--- config.mk ---
export PLATFORM = sky130hd
export DESIGN_NAME = router_fsm
export DESIGN_NICKNAME = d
export VERILOG_FILES = /design/src/rtl/router_pkg.sv /design/src/rtl/router_fsm.sv
export SDC_FILE = /design/constraint.sdc
export NUM_CORES = 1
export LEC_CHECK = 0
export CAP_MARGIN = 10
export CORE_AREA = 2 2 39 41
export DETAILED_ROUTE_END_ITERATION = 8
export DIE_AREA = 0 0 41 43
export HOLD_SLACK_MARGIN = 0.08
export PLACE_DENSITY = 0.79
export SYNTH_ARGS = -nofsm -noshare
export SYNTH_HDL_FRONTEND = slang
export SYNTH_SLANG_ARGS = --single-unit
--- constraint.sdc ---
create_clock -name clock -period 4.3 [get_ports clock]
set_clock_uncertainty 0.1 [all_clocks]
set_input_delay 0.86 -clock clock [delete_from_list [all_inputs] [get_ports clock]]
set_output_delay 0.86 -clock clock [all_outputs]
set_load 0.01 [all_outputs]
--- src/rtl/router_pkg.sv ---
// Shared types and constants for the 1x3 router control sequencer.
package router_pkg;

    localparam int ADDR_W    = 2;
    localparam int NUM_PORTS = 3;

    localparam logic [ADDR_W-1:0] INVALID_ADDR = 2'b11;

    // Encoding is fixed so the register block can compare raw state codes.
    typedef enum logic [2:0] {
        DECODE_ADDRESS     = 3'd0,
        LOAD_FIRST_DATA    = 3'd1,
        LOAD_DATA          = 3'd2,
        FIFO_FULL_STATE    = 3'd3,
        LOAD_AFTER_FULL    = 3'd4,
        LOAD_PARITY        = 3'd5,
        CHECK_PARITY_ERROR = 3'd6,
        WAIT_TILL_EMPTY    = 3'd7
    } state_t;

endpackage

--- src/rtl/router_fsm.sv ---
// Moore control FSM for the 1x3 router: decodes the header address, waits
// for the destination FIFO to drain, and drives the register-block strobes.
module router_fsm
    import router_pkg::*;
(
    input  logic              clock,
    input  logic              resetn,
    input  logic              pkt_valid,
    input  logic [ADDR_W-1:0] data_in,
    input  logic              fifo_full,
    input  logic              fifo_empty_0,
    input  logic              fifo_empty_1,
    input  logic              fifo_empty_2,
    input  logic              soft_reset_0,
    input  logic              soft_reset_1,
    input  logic              soft_reset_2,
    input  logic              parity_done,
    input  logic              low_pkt_valid,
    output logic              busy,
    output logic              detect_add,
    output logic              lfd_state,
    output logic              ld_state,
    output logic              laf_state,
    output logic              full_state,
    output logic              write_enb_reg,
    output logic              rst_int_reg
);

    state_t            state;
    state_t            next_state;
    logic [ADDR_W-1:0] dest;
    logic              hdr_valid;
    logic              hdr_empty;
    logic              dest_empty;
    logic              dest_soft_reset;

    // A header is only accepted for addresses 0..2.
    assign hdr_valid = pkt_valid && (data_in != INVALID_ADDR);

    // Emptiness of the FIFO addressed by the header currently on data_in.
    always_comb begin
        hdr_empty = 1'b0;
        case (data_in)
            2'd0:    hdr_empty = fifo_empty_0;
            2'd1:    hdr_empty = fifo_empty_1;
            2'd2:    hdr_empty = fifo_empty_2;
            default: hdr_empty = 1'b0;
        endcase
    end

    // Status of the latched destination; data_in carries payload after the header.
    always_comb begin
        dest_empty      = 1'b0;
        dest_soft_reset = 1'b0;
        case (dest)
            2'd0: begin
                dest_empty      = fifo_empty_0;
                dest_soft_reset = soft_reset_0;
            end
            2'd1: begin
                dest_empty      = fifo_empty_1;
                dest_soft_reset = soft_reset_1;
            end
            2'd2: begin
                dest_empty      = fifo_empty_2;
                dest_soft_reset = soft_reset_2;
            end
            default: begin
                dest_empty      = 1'b0;
                dest_soft_reset = 1'b0;
            end
        endcase
    end

    // State and destination registers with synchronous active-low reset.
    always_ff @(posedge clock) begin
        if (!resetn) begin
            state <= DECODE_ADDRESS;
            dest  <= '0;
        end else begin
            state <= next_state;
            if (state == DECODE_ADDRESS && hdr_valid)
                dest <= data_in;
        end
    end

    // Next-state logic; a soft reset on the active port overrides everything.
    always_comb begin
        next_state = state;
        case (state)
            DECODE_ADDRESS: begin
                if (hdr_valid)
                    next_state = hdr_empty ? LOAD_FIRST_DATA : WAIT_TILL_EMPTY;
            end
            LOAD_FIRST_DATA:
                next_state = LOAD_DATA;
            LOAD_DATA: begin
                if (fifo_full)
                    next_state = FIFO_FULL_STATE;
                else if (!pkt_valid)
                    next_state = LOAD_PARITY;
            end
            FIFO_FULL_STATE: begin
                if (!fifo_full)
                    next_state = LOAD_AFTER_FULL;
            end
            LOAD_AFTER_FULL: begin
                if (parity_done)
                    next_state = DECODE_ADDRESS;
                else if (low_pkt_valid)
                    next_state = LOAD_PARITY;
                else
                    next_state = LOAD_DATA;
            end
            LOAD_PARITY:
                next_state = CHECK_PARITY_ERROR;
            CHECK_PARITY_ERROR:
                next_state = fifo_full ? FIFO_FULL_STATE : DECODE_ADDRESS;
            WAIT_TILL_EMPTY: begin
                if (dest_empty)
                    next_state = LOAD_FIRST_DATA;
            end
            default:
                next_state = DECODE_ADDRESS;
        endcase
        if (state != DECODE_ADDRESS && dest_soft_reset)
            next_state = DECODE_ADDRESS;
    end

    // Moore output decode from the current state only.
    always_comb begin
        busy          = 1'b0;
        detect_add    = 1'b0;
        lfd_state     = 1'b0;
        ld_state      = 1'b0;
        laf_state     = 1'b0;
        full_state    = 1'b0;
        write_enb_reg = 1'b0;
        rst_int_reg   = 1'b0;
        case (state)
            DECODE_ADDRESS:     detect_add = 1'b1;
            LOAD_FIRST_DATA: begin
                lfd_state = 1'b1;
                busy      = 1'b1;
            end
            LOAD_DATA: begin
                ld_state      = 1'b1;
                write_enb_reg = 1'b1;
            end
            FIFO_FULL_STATE: begin
                full_state = 1'b1;
                busy       = 1'b1;
            end
            LOAD_AFTER_FULL: begin
                laf_state     = 1'b1;
                busy          = 1'b1;
                write_enb_reg = 1'b1;
            end
            LOAD_PARITY: begin
                busy          = 1'b1;
                write_enb_reg = 1'b1;
            end
            CHECK_PARITY_ERROR: begin
                rst_int_reg = 1'b1;
                busy        = 1'b1;
            end
            WAIT_TILL_EMPTY:    busy = 1'b1;
            default:            detect_add = 1'b1;
        endcase
    end

endmodule
==> out/results.txt <==
status = finished clean
WP buf/inv = 2
highest-count cells in the layout ignoring fill and taps = clkdlybuf4s50_1, nor2_1, a21oi_1, dfxtp_1
Tcrit/Tclk final = 62.5%
ANT cells = 0
GRT overflow = 0
synthesized area per cell = 7.47 um2
Syn. warnings = 0
CP required = 3340 ps
initial DRC count = 7
initial antenna violation count = 0
CP Cell Sequence = inv_1, nor3_1, clkdlybuf4s50_1
nature of the critical path endpoint = output port
sequential share of the synthesized area = 22.3%
Top delay family on crit path = buffers and inverters
GRT Resource Usage Total = 15.6%
Via Count = 532
Clock Tree Root = clkbuf_4
TritonCTS clock tree = yes
setup_tns = 0 ps
clk sinks = 5
area occupied by multi-input gates = 313 um2
FF-to-FF Start = state[2]$_SDFFE_PP0P_
Final Util = 49.5%
CTS max path bufs = 2
critical path arrival = 1730 ps
flops & latches, synth = 5
TritonCTS Buffers = 3
H-tree Lvls = 1
PnR worst setup slack = 1610 ps
Initial Util = 32.4%
share of post-route cells with drive strength above 1 = 12.2%
VDD IR max = 0.284 mV
Setup Fix Bufs, Post-CTS = 0
pre-CTS setup slack = 1840 ps
final WL = 1.18 mm
final setup violating endpoints = 0
leakage power = 0.268 nW
Mapped Cells = 60
crit path launch = state[0]$_SDFFE_PP0P_
chip width = 41 um
Final Power = 0.000401 W
die area = 0.00176 mm2
Syn Nets = 74
synthesized area = 448 um2
RePlAce Congestion = 0.763
Max-Slew Margin vs Limit = 70.4%
Worst R2R Setup Slack = 2690 ps
first drt pass iteration count = 4
Rows = 14
Die H = 43 um
ANT nets after route = 0
CP peak stage delay = 560 ps
worst reg2reg endpoint = state[2]$_SDFFE_PP0P_
I/O Pins = 22
startpoint types = register
Reg area = 100 um2
slowest CP cell = dfxtp_1
critical path peak fanout = 13
Via density = 5.43
Area Growth Syn to Fin = 53.1%
commonest non-fill, non-tap cell in the layout = clkdlybuf4s50_1
Max Clock Freq = 0.372 GHz
Placeable Area = 0.00138 mm2
Worst Hold Class = reg2reg
worst slew pin tran = 443 ps
RSZ-0062 raised after global routing = no
Yosys cell types = 33
worst-skew pair later-pin latency = 240 ps
CTS Hold Buffers Added = 0
worst r2r path cells = 4
Final HPWL DP = 894 um
Fin. Hold Viols = 0
Port Buf Inserts = 21
largest net degree at the start of global routing = 17
minimum clock period = 2690 ps
post-cts resize count = 0
average routed wire per standard cell = 12.0 um
clock slew at reported path FFs = 50 ps
Power Dens Cells = 586 mW/mm2
Crit path depth = 3
DRC = 0
max-cap check violation count = 0
vias in the first global route = 488
NumNets Final = 97
first-pass GRT wire length = 1.88 mm
Pins Over Slew Limit = 0
capture point of the worst path = lfd_state
fill cell count = 137
worst setup path category = reg2out
## Yosys cell counts (all sizes together)
| master | n | area share (%) |
|---|---|---|
| a21oi | 6 | 7.5 |
| dfxtp | 5 | 22 |
| nor2 | 5 | 4.2 |
| inv | 4 | 3.4 |
| o21ai | 4 | 4.5 |
| nand2 | 3 | 2.5 |
| nor3 | 3 | 3.4 |
| a21o | 2 | 3.4 |
| and2 | 2 | 2.8 |
| buf | 2 | 3.6 |
| mux2i | 2 | 4.5 |
| nor2b | 2 | 2.8 |
| o22ai | 2 | 2.8 |
| a221oi | 1 | 2.0 |
| a22oi | 1 | 1.7 |
| a31oi | 1 | 1.4 |
| and3 | 1 | 1.4 |
| and3b | 1 | 2.0 |
| clkbuf | 1 | 0.84 |
| mux2 | 1 | 2.5 |
| nand3 | 1 | 1.1 |
| nand3b | 1 | 1.7 |
| nor3b | 1 | 1.7 |
| o211a | 1 | 2.2 |
| o211ai | 1 | 1.7 |
| o21a | 1 | 2.0 |
| o221a | 1 | 2.5 |
| o31a | 1 | 2.0 |
| or2 | 1 | 1.4 |
| or3 | 1 | 1.4 |
| or4b | 1 | 3.1 |
## worst min-delay path by stage
stage                                    start              endpoint  slack, ps  depth (start not counted)
final                     dest[1]$_SDFFE_PN0P_  dest[1]$_SDFFE_PN0P_        520                          1
after floorplan           dest[1]$_SDFFE_PN0P_  dest[1]$_SDFFE_PN0P_        470                          1
after global placement    dest[1]$_SDFFE_PN0P_  dest[1]$_SDFFE_PN0P_        520                          1
after CTS                 dest[1]$_SDFFE_PN0P_  dest[1]$_SDFFE_PN0P_        530                          1
after detailed placement  dest[1]$_SDFFE_PN0P_  dest[1]$_SDFFE_PN0P_        530                          1
after global routing      dest[1]$_SDFFE_PN0P_  dest[1]$_SDFFE_PN0P_        550                          1
## state kept, by name, indices dropped and copies added (netlist names)
name   flops
dest       2
state      3
## layout make-up
type | instances | share of cell area, %
repair buffers | 21 | 30.7
well taps | 16 | 2.92
flip-flops and latches | 5 | 14.6
clock buffers | 3 | 3.28
inverters | 4 | 2.19
clock inverters | 1 | 0.730
multi-input cells | 48 | 45.6
## where the power goes
part / total (W) / switching, W / internal [W]
combinational: 0.000243 / 0.000106 / 0.000137
sequential: 0.000104 / 0.0000409 / 0.0000632
clock: 0.0000542 / 0.0000204 / 0.0000337
## kinds of logic (layout without fill, tap and decap cells)
| group | Yosys count | after routing | synth area share, % |
|---|---|---|---|
| simple gates | 23 | 23 | 29.3 |
| compound gates | 22 | 22 | 33.5 |
| buf+inv | 7 | 29 | 7.82 |
| mux | 3 | 3 | 6.98 |
| flops | 5 | 5 | 22.3 |
## metal layers
layer  part of all wire [%]  vias up  GRT usage [%]
met5                      0        -              0
met3                     12        2           7.33
met4                   0.59        0           6.00
li1                       -      269              -
met2                     43       23           23.4
met1                     44      238           18.3
## metrics by stage
step,instance area [um2],hold WS (ps),std cells
finish,686,523,98
global route,686,546,98
CTS,686,531,98
detailed placement,658,525,94
global placement,658,522,94
floorplan,448,472,60
Note: power is estimated with default switching activity, not from simulation.
